### src/rtl/riscv_mem.sv
// Memory-access stage: turns loads/stores into word-aligned data-bus requests
// and passes each instruction to writeback through a one-entry output register.
module riscv_mem #(
   localparam int LD_FUNCT_W = 3,
   localparam int ST_FUNCT_W = 2
) (
   input  logic                  clk,
   input  logic                  rstn,
   input  logic                  ex_mem_rdy,
   output logic                  ex_mem_ack,
   input  logic [LD_FUNCT_W-1:0] ex_mem_ld_funct,
   input  logic [ST_FUNCT_W-1:0] ex_mem_st_funct,
   input  logic [31:0]           ex_mem_data,
   input  logic [31:0]           ex_mem_wdata,
   input  logic [4:0]            ex_mem_rsd,
   output logic                  data_bif_req,
   output logic                  data_bif_rnw,
   output logic [31:0]           data_bif_addr,
   output logic [31:0]           data_bif_wdata,
   output logic [3:0]            data_bif_wmask,
   input  logic                  data_bif_ack,
   output logic                  mem_wb_rdy,
   input  logic                  mem_wb_ack,
   output logic [LD_FUNCT_W-1:0] mem_wb_funct,
   output logic [31:0]           mem_wb_data,
   output logic [4:0]            mem_wb_rsd,
   output logic                  mem_misalign
);

   localparam logic [LD_FUNCT_W-1:0] LD_NOP = 3'd0;
   localparam logic [LD_FUNCT_W-1:0] LB     = 3'd1;
   localparam logic [LD_FUNCT_W-1:0] LH     = 3'd2;
   localparam logic [LD_FUNCT_W-1:0] LW     = 3'd3;
   localparam logic [LD_FUNCT_W-1:0] LBU    = 3'd4;
   localparam logic [LD_FUNCT_W-1:0] LHU    = 3'd5;
   localparam logic [ST_FUNCT_W-1:0] ST_NOP = 2'd0;
   localparam logic [ST_FUNCT_W-1:0] SB     = 2'd1;
   localparam logic [ST_FUNCT_W-1:0] SH     = 2'd2;
   localparam logic [ST_FUNCT_W-1:0] SW     = 2'd3;

   typedef enum logic {IDLE, BUS} state_t;
   state_t state;

   logic                  is_ld, is_st, is_mis;
   logic [LD_FUNCT_W-1:0] pend_funct;
   logic [31:0]           pend_addr;
   logic [4:0]            pend_rsd;

   function automatic logic misaligned(input logic [LD_FUNCT_W-1:0] ld,
                                       input logic [ST_FUNCT_W-1:0] st,
                                       input logic [1:0] a);
      logic m;
      m = 1'b0;
      if (ld != LD_NOP) begin
         if ((ld == LH || ld == LHU) && a[0]) m = 1'b1;
         if (ld == LW && a != 2'b00)          m = 1'b1;
      end else begin
         if (st == SH && a[0])                m = 1'b1;
         if (st == SW && a != 2'b00)          m = 1'b1;
      end
      return m;
   endfunction

   function automatic logic [3:0] store_mask(input logic [ST_FUNCT_W-1:0] st,
                                             input logic [1:0] a);
      case (st)
         SB:      return 4'b0001 << a;
         SH:      return 4'b0011 << a;
         SW:      return 4'b1111;
         default: return 4'b0000;
      endcase
   endfunction

   function automatic logic [31:0] store_data(input logic [ST_FUNCT_W-1:0] st,
                                              input logic [31:0] w);
      case (st)
         SB:      return {4{w[7:0]}};
         SH:      return {2{w[15:0]}};
         default: return w;
      endcase
   endfunction

   // A load wins over a store when both functs are set.
   assign is_ld  = (ex_mem_ld_funct != LD_NOP);
   assign is_st  = (ex_mem_st_funct != ST_NOP) && !is_ld;
   assign is_mis = misaligned(ex_mem_ld_funct, ex_mem_st_funct, ex_mem_data[1:0]);

   assign ex_mem_ack = (state == IDLE) && ex_mem_rdy && (!mem_wb_rdy || mem_wb_ack);

   always_ff @(posedge clk or negedge rstn) begin
      if (!rstn) begin
         state          <= IDLE;
         data_bif_req   <= 1'b0;
         data_bif_rnw   <= 1'b0;
         data_bif_addr  <= '0;
         data_bif_wdata <= '0;
         data_bif_wmask <= '0;
         mem_wb_rdy     <= 1'b0;
         mem_wb_funct   <= LD_NOP;
         mem_wb_data    <= '0;
         mem_wb_rsd     <= '0;
         mem_misalign   <= 1'b0;
         pend_funct     <= LD_NOP;
         pend_addr      <= '0;
         pend_rsd       <= '0;
      end else begin
         mem_misalign <= 1'b0;
         if (mem_wb_rdy && mem_wb_ack) mem_wb_rdy <= 1'b0;

         case (state)
            IDLE: begin
               if (ex_mem_ack) begin
                  if ((is_ld || is_st) && is_mis) begin
                     mem_wb_rdy   <= 1'b1;
                     mem_wb_funct <= LD_NOP;
                     mem_wb_data  <= ex_mem_data;
                     mem_wb_rsd   <= 5'd0;
                     mem_misalign <= 1'b1;
                  end else if (is_ld || is_st) begin
                     state          <= BUS;
                     data_bif_req   <= 1'b1;
                     data_bif_rnw   <= is_ld;
                     data_bif_addr  <= {ex_mem_data[31:2], 2'b00};
                     data_bif_wdata <= is_ld ? 32'd0 : store_data(ex_mem_st_funct, ex_mem_wdata);
                     data_bif_wmask <= is_ld ? 4'b0000 : store_mask(ex_mem_st_funct, ex_mem_data[1:0]);
                     pend_funct     <= ex_mem_ld_funct;
                     pend_addr      <= ex_mem_data;
                     pend_rsd       <= is_ld ? ex_mem_rsd : 5'd0;
                  end else begin
                     mem_wb_rdy   <= 1'b1;
                     mem_wb_funct <= LD_NOP;
                     mem_wb_data  <= ex_mem_data;
                     mem_wb_rsd   <= ex_mem_rsd;
                  end
               end
            end
            BUS: begin
               // Output register is guaranteed empty here, so completion can load it unconditionally.
               if (data_bif_ack) begin
                  state        <= IDLE;
                  data_bif_req <= 1'b0;
                  mem_wb_rdy   <= 1'b1;
                  mem_wb_funct <= pend_funct;
                  mem_wb_data  <= pend_addr;
                  mem_wb_rsd   <= pend_rsd;
               end
            end
            default: state <= IDLE;
         endcase
      end
   end

endmodule
### config.mk
export PLATFORM = sky130hd
export DESIGN_NAME = riscv_mem
export DESIGN_NICKNAME = d
export VERILOG_FILES = /design/src/rtl/riscv_mem.sv
export SDC_FILE = /design/constraint.sdc
export NUM_CORES = 1
export LEC_CHECK = 0
export ABC_AREA = 1
export CAP_MARGIN = 20
export CORE_MARGIN = 4
export CORE_UTILIZATION = 46
export CTS_CLUSTER_SIZE = 40
export DETAILED_ROUTE_END_ITERATION = 16
export PLACE_DENSITY_LB_ADDON = 0.05
export SLEW_MARGIN = 20
export SYNTH_ARGS = -nofsm -noshare
export SYNTH_HDL_FRONTEND = slang
export SYNTH_SLANG_ARGS = --single-unit
export TNS_END_PERCENT = 5
### constraint.sdc
create_clock -name clk -period 1.9 [get_ports clk]
set_input_delay 0.19 -clock clk [delete_from_list [all_inputs] [get_ports clk]]
set_output_delay 0.19 -clock clk [all_outputs]
set_load 0.005 [all_outputs]
==> flow_summary.toml <==
[run_status]
status = "finished clean"

[floorplanning]
die_h_um = 120
rows = 40
coreArea_um2 = 12100
dieArea_um2 = 14300
pin_count = 192
start_util = 0.473
die_width_um = 120

[setup_path]
reg2regPathDepth = 8
cp-end-kind = "flip-flop"
crit_path_start_kind = "primary input"
critPathArrivalTime_ns = 2.08
required_ns = 2.24
crit_fanout = 32
crit_type = "primary input to flip-flop"
rr_startpoint = "state$_DFF_PN0_"
reg2reg_to = "data_bif_wdata[0]$_DFFE_PN0P_"
r2r_setup_slack_ns = 0.34

[sta]
setup_viol = 0
fin_crit_sh = 0.912
rsz0062_at_grt = "no"
max_clock_freq_mhz = 577
worst_slack_ns = 0.168
finalHoldViolCount = 0
drv_slew = 0
tightest_slew_ns = 0.755
slew_headroom = 0.497
fin_setup_tns_ns = 0
fin_crit_ns = 1.73
skew_ns = 0.00851

[detailed_routing]
drt-total-wl_mm = 15.3
drc = 0
antenna_left = 0
via_per_inst = 4.91
wl_per_cell_um = 14.6
drt_iter0_markers = 376
firstDrtPassIters = 4
vias = 5131

[clock_tree]
clk_latency_ns = 0.40
cts_tree = "yes"
clock_path_buffers = 2
clock-sinks = 121
htreeDepth = 4
path_clk_slew_ns = 0.06
cts-root-buf = "clkbuf_16"
cts_buffers = 17

[power_and_ir_drop]
comb_power_share = 0.334
leakagePower_nw = 3.99
netSwitchingFraction = 0.291
max-vdd-ir-drop_mv = 0.587
clockPowerShare = 0.300
power.share.sequential = 0.366
switchingPower_mw = 3.18
internal-power_mw = 7.74
powerDensity_nw_per_um2 = 1290

[layout]
drive_gt1_frac = 0.0878
layout_commonest_cell = "nand2_1"
antenna_cells = 0
final_core_util = 0.697
final_cell_count_no_fill = 1045
syn2layout_area_growth_pct = 47.2
final_cell_mix = "nand2_1, clkdlybuf4s50_1, dfrtp_1, o21ai_1, inv_1"
final_nets = 951

[global_routing]
grt_antenna_before_repair = 0
grt_util_all_layers = 0.217
grt_pass1_wl_mm = 25.1
grt-ovfl-total = 0
grt_pass1_vias = 5201
grt_start_max_net_pins = 74

[logic_synthesis]
synth_area_per_cell_um2 = 8.28
synth_seq_cells = 121
synthTopCellsByArea = "dfrtp_1, nand2_1, o21ai_1"
syn_area_um2 = 5730
yosysWarnings = 0
yosys.cell_types.count = 26
postSynthCellCount = 692
yosysSeqAreaShare = 0.528
post-synth-top-area-fraction = 0.528
yosys.area.top_type = "dfrtp_1"

[place]
dp_hpwl_mm = 11.1
dp_slack_ns = -0.335
port_buffers = 189
place_inst = 1015
gp_congestion = 0.945

[worst_hold_path]
hold_path_class = "primary input to asynchronous set/reset pin"

[flow_run]
maxCapViolCount = 0
-- logic make-up after synthesis --
kind of cell             Yosys count  synth area share
AND/OR/NAND/NOR                  302             0.209
buffers and inverters            119             0.106
other                              1          0.000654
flip-flops                       121             0.528
AO/OA/AOI/OAI                    133             0.126
adder cells (fa/ha/maj)            5            0.0109
multiplexers                      11            0.0192
-- synthesized netlist by cell type --
cell type / instances
o21a_1: 1
clkinv_1: 1
dfrtp_1: 121
nor2_4: 1
o22ai_1: 1
conb_1: 1
o211ai_1: 17
o21ai_1: 79
mux2i_1: 11
inv_2: 5
or2_2: 2
buf_2: 18
buf_6: 2
inv_1: 41
nand2_1: 226
nor3_2: 1
nand4_1: 2
o221ai_1: 2
a21oi_1: 24
buf_4: 33
buf_1: 5
clkbuf_1: 14
ha_1: 5
o21ai_0: 9
nor2_1: 36
nand3_1: 34
-- power groups by stage --
stage / combinational [mW] / sequential [mW] / clock [mW]
3_5_place_dp: 3.68 / 4.02 / 0
5_1_grt: 4.03 / 4.10 / 3.45
4_1_cts: 3.70 / 4.00 / 3.32
6_report: 3.65 / 4.00 / 3.27
2_1_floorplan: 1.78 / 3.95 / 0
3_3_place_gp: 3.60 / 3.98 / 0
-- layout make-up --
cell class	instances	area, um2
repair buffers	227	2310
inverters	47	179
clock buffers	20	447
multi-input cells	453	2110
flip-flops and latches	121	3030
fillers	1031	3670
well taps	168	210
clock inverters	9	150
-- sequential cells by signal (all words and copies together) (netlist names) --
signal / cells
data_bif_rnw: 1
pend_addr: 32
data_bif_wmask: 4
mem_wb_rdy: 1
data_bif_wdata: 32
pend_funct: 3
pend_rsd: 5
state: 1
mem_wb_data: 32
mem_wb_rsd: 5
mem_misalign: 1
data_bif_req: 1
mem_wb_funct: 3
-- metal layers --
metal	vias up	wire (um)	track usage
li1	2549	-	-
met1	2394	6580	0.274
met2	174	7600	0.364
met3	14	896	0.0622
met4	0	187	0.0637
met5	-	0	0
-- worst max-delay path, stage by stage --
cell             delay, ns
clkdlybuf4s50_1       0.42
buf_4                 0.14
ha_1                  0.20
inv_1                 0.09
nand2_1               0.07
nand4_1               0.09
nand3_1               0.15
nor2_4                0.15
buf_4                 0.34
nand3_1               0.15
nand2_1               0.08
-- metrics by stage --
step                hold WS (ns)  power, mW  cell area (um2)
finish                     0.320       10.9             8440
global route               0.348       11.6             8440
CTS                        0.326       11.0             8440
detailed placement         0.206       7.71             7830
global placement           0.206       7.59             7830
floorplan                 -0.106       5.73             5740
-- how the worst max path moves through the flow --
stage                                     end  slack, ns  cells after the start               start
2_1_floorplan        data_bif_rnw$_DFFE_PN0P_       0.27                     13  ex_mem_st_funct[0]
3_3_place_gp   data_bif_wdata[13]$_DFFE_PN0P_      -0.25                     12  ex_mem_st_funct[0]
3_5_place_dp   data_bif_wdata[12]$_DFFE_PN0P_      -0.33                     12  ex_mem_st_funct[0]
4_1_cts        data_bif_wdata[13]$_DFFE_PN0P_       0.09                     12  ex_mem_st_funct[0]
5_1_grt         data_bif_wdata[1]$_DFFE_PN0P_       0.01                     11  ex_mem_st_funct[0]
6_report        data_bif_wdata[0]$_DFFE_PN0P_       0.17                     11  ex_mem_st_funct[0]
-- repair_timing --
item	4_1_cts	5_1_grt
hold endpoints to repair	121	0
setup buffers	0	0
setup endpoints to repair	1	3
hold buffers	1	0
resized for setup	2	1
pin swaps	1	0
(Power assumes the default switching activity.)
==> RTL edit, RTL diff (same settings) <==
Reset style: synchronous (`rstn`), changed in one clocked block.
--- a/src/rtl/riscv_mem.sv
+++ b/src/rtl/riscv_mem.sv
@@ -87,7 +87,7 @@
 
    assign ex_mem_ack = (state == IDLE) && ex_mem_rdy && (!mem_wb_rdy || mem_wb_ack);
 
-   always_ff @(posedge clk or negedge rstn) begin
+   always_ff @(posedge clk) begin
       if (!rstn) begin
          state          <= IDLE;
          data_bif_req   <= 1'b0;
Check against the original RTL: differs if rstn is asserted again (counterexample within 4 cycles, from zero or initial values and one cycle with rstn low); with rstn held inactive, the same outputs for 4 cycles.
==> RTL edit against the unedited design <==
Setup slack improved by 0.14 ns; wire length up 16%; sequential cell count unchanged; synthesized area increased by 6.7%; highest routed layer unchanged; final area grew 4.4%; fmax rose by 8.9%; critical path depth up 1.
Power is not compared: it rests on default switching activity, and its combinational part moved more than twofold at a synthesized area within 25%.
==> RTL edit: results (changes against the unedited design) <==
wire per inst=14.6 um (+0.19%); Pre-antenna DRT Iters=5 (+1); vias=6,065 (+18%); CP max FO=14 (-56%); vias in the first global route=5,721 (+10%); mux contribution to synthesized area=5.52% (+3.6 points); share of cells above drive strength 1=11.5% (+2.8 points); Synth Area in Adders=1.02% (-0.069 points); synth top area cells=dfxtp_1 (40%), a21oi_1 (11%), nand2_1 (10%); Worst-Skew Late Latency=0.42 ns (+0.02 ns); Crit Reg-Reg Startpoint=state; GRT Overall Usage=23.5% (+1.7 points); Slew HR=64.6% (+15 points); Detailed Route WL=17.7 mm (+16%); sequential cell area fraction in the yosys report=39.6% (-13 points); met2 usage=37.2% (+0.80 points); Synth top cells by count=nand2_1 (169), a21oi_1 (133), nand3_1 (124); main flop type after synthesis=dfxtp_1; met1 Usage GRT=30.2% (+2.7 points); largest net degree at the start of global routing=46 (-38%); DR WL met3=1.33 mm (+48%); status=finished clean; Synth Area in Compound Gates=12.2% (-0.34 points); met3 Use GR=6.91% (+0.69 points); gate count of the mapped netlist=869 (+26%); nets=1,111 (+17%); fill cell count=1,129 (+9.5%); dpl cell area=8170 um^2 (+4.3%); cells on worst reg2reg path=5 (-3)
RTL edit: changes by cell type in the layout (fill, tap and decap cells not counted), sizes merged, moves of 4 or more:
cell    change
a21oi     +109
buf         +7
clkbuf      +4
dfrtp     -121
dfxtp     +121
inv        +25
mux2       +30
mux2i      -11
nand2      -55
nand3      +92
nor2       +60
o211ai     -17
o21ai      -76
RTL edit: repair_timing:
action	4_1_cts	5_1_grt
setup buffers	0	0
setup endpoints to repair	0	1
hold buffers	0	0
gates resized for setup	0	1
RTL edit: critical path: stages:
cell	delay, ns
clkdlybuf4s50_1	0.42
buf_4	0.14
ha_1	0.20
inv_1	0.07
nand2_1	0.08
nand3_4	0.09
nand3_2	0.11
nand2_2	0.16
buf_4	0.22
nand3_1	0.10
nand2_1	0.07
nor2_1	0.04
RTL edit: area by class of cell:
class                   count  share of cell area [%]
clock buffers              24                    5.69
clock inverters             7                    1.56
flip-flops and latches    121                    27.5
repair buffers            233                    26.9
multi-input cells         583                    32.8
inverters                  71                    3.08
well taps                 172                    2.44
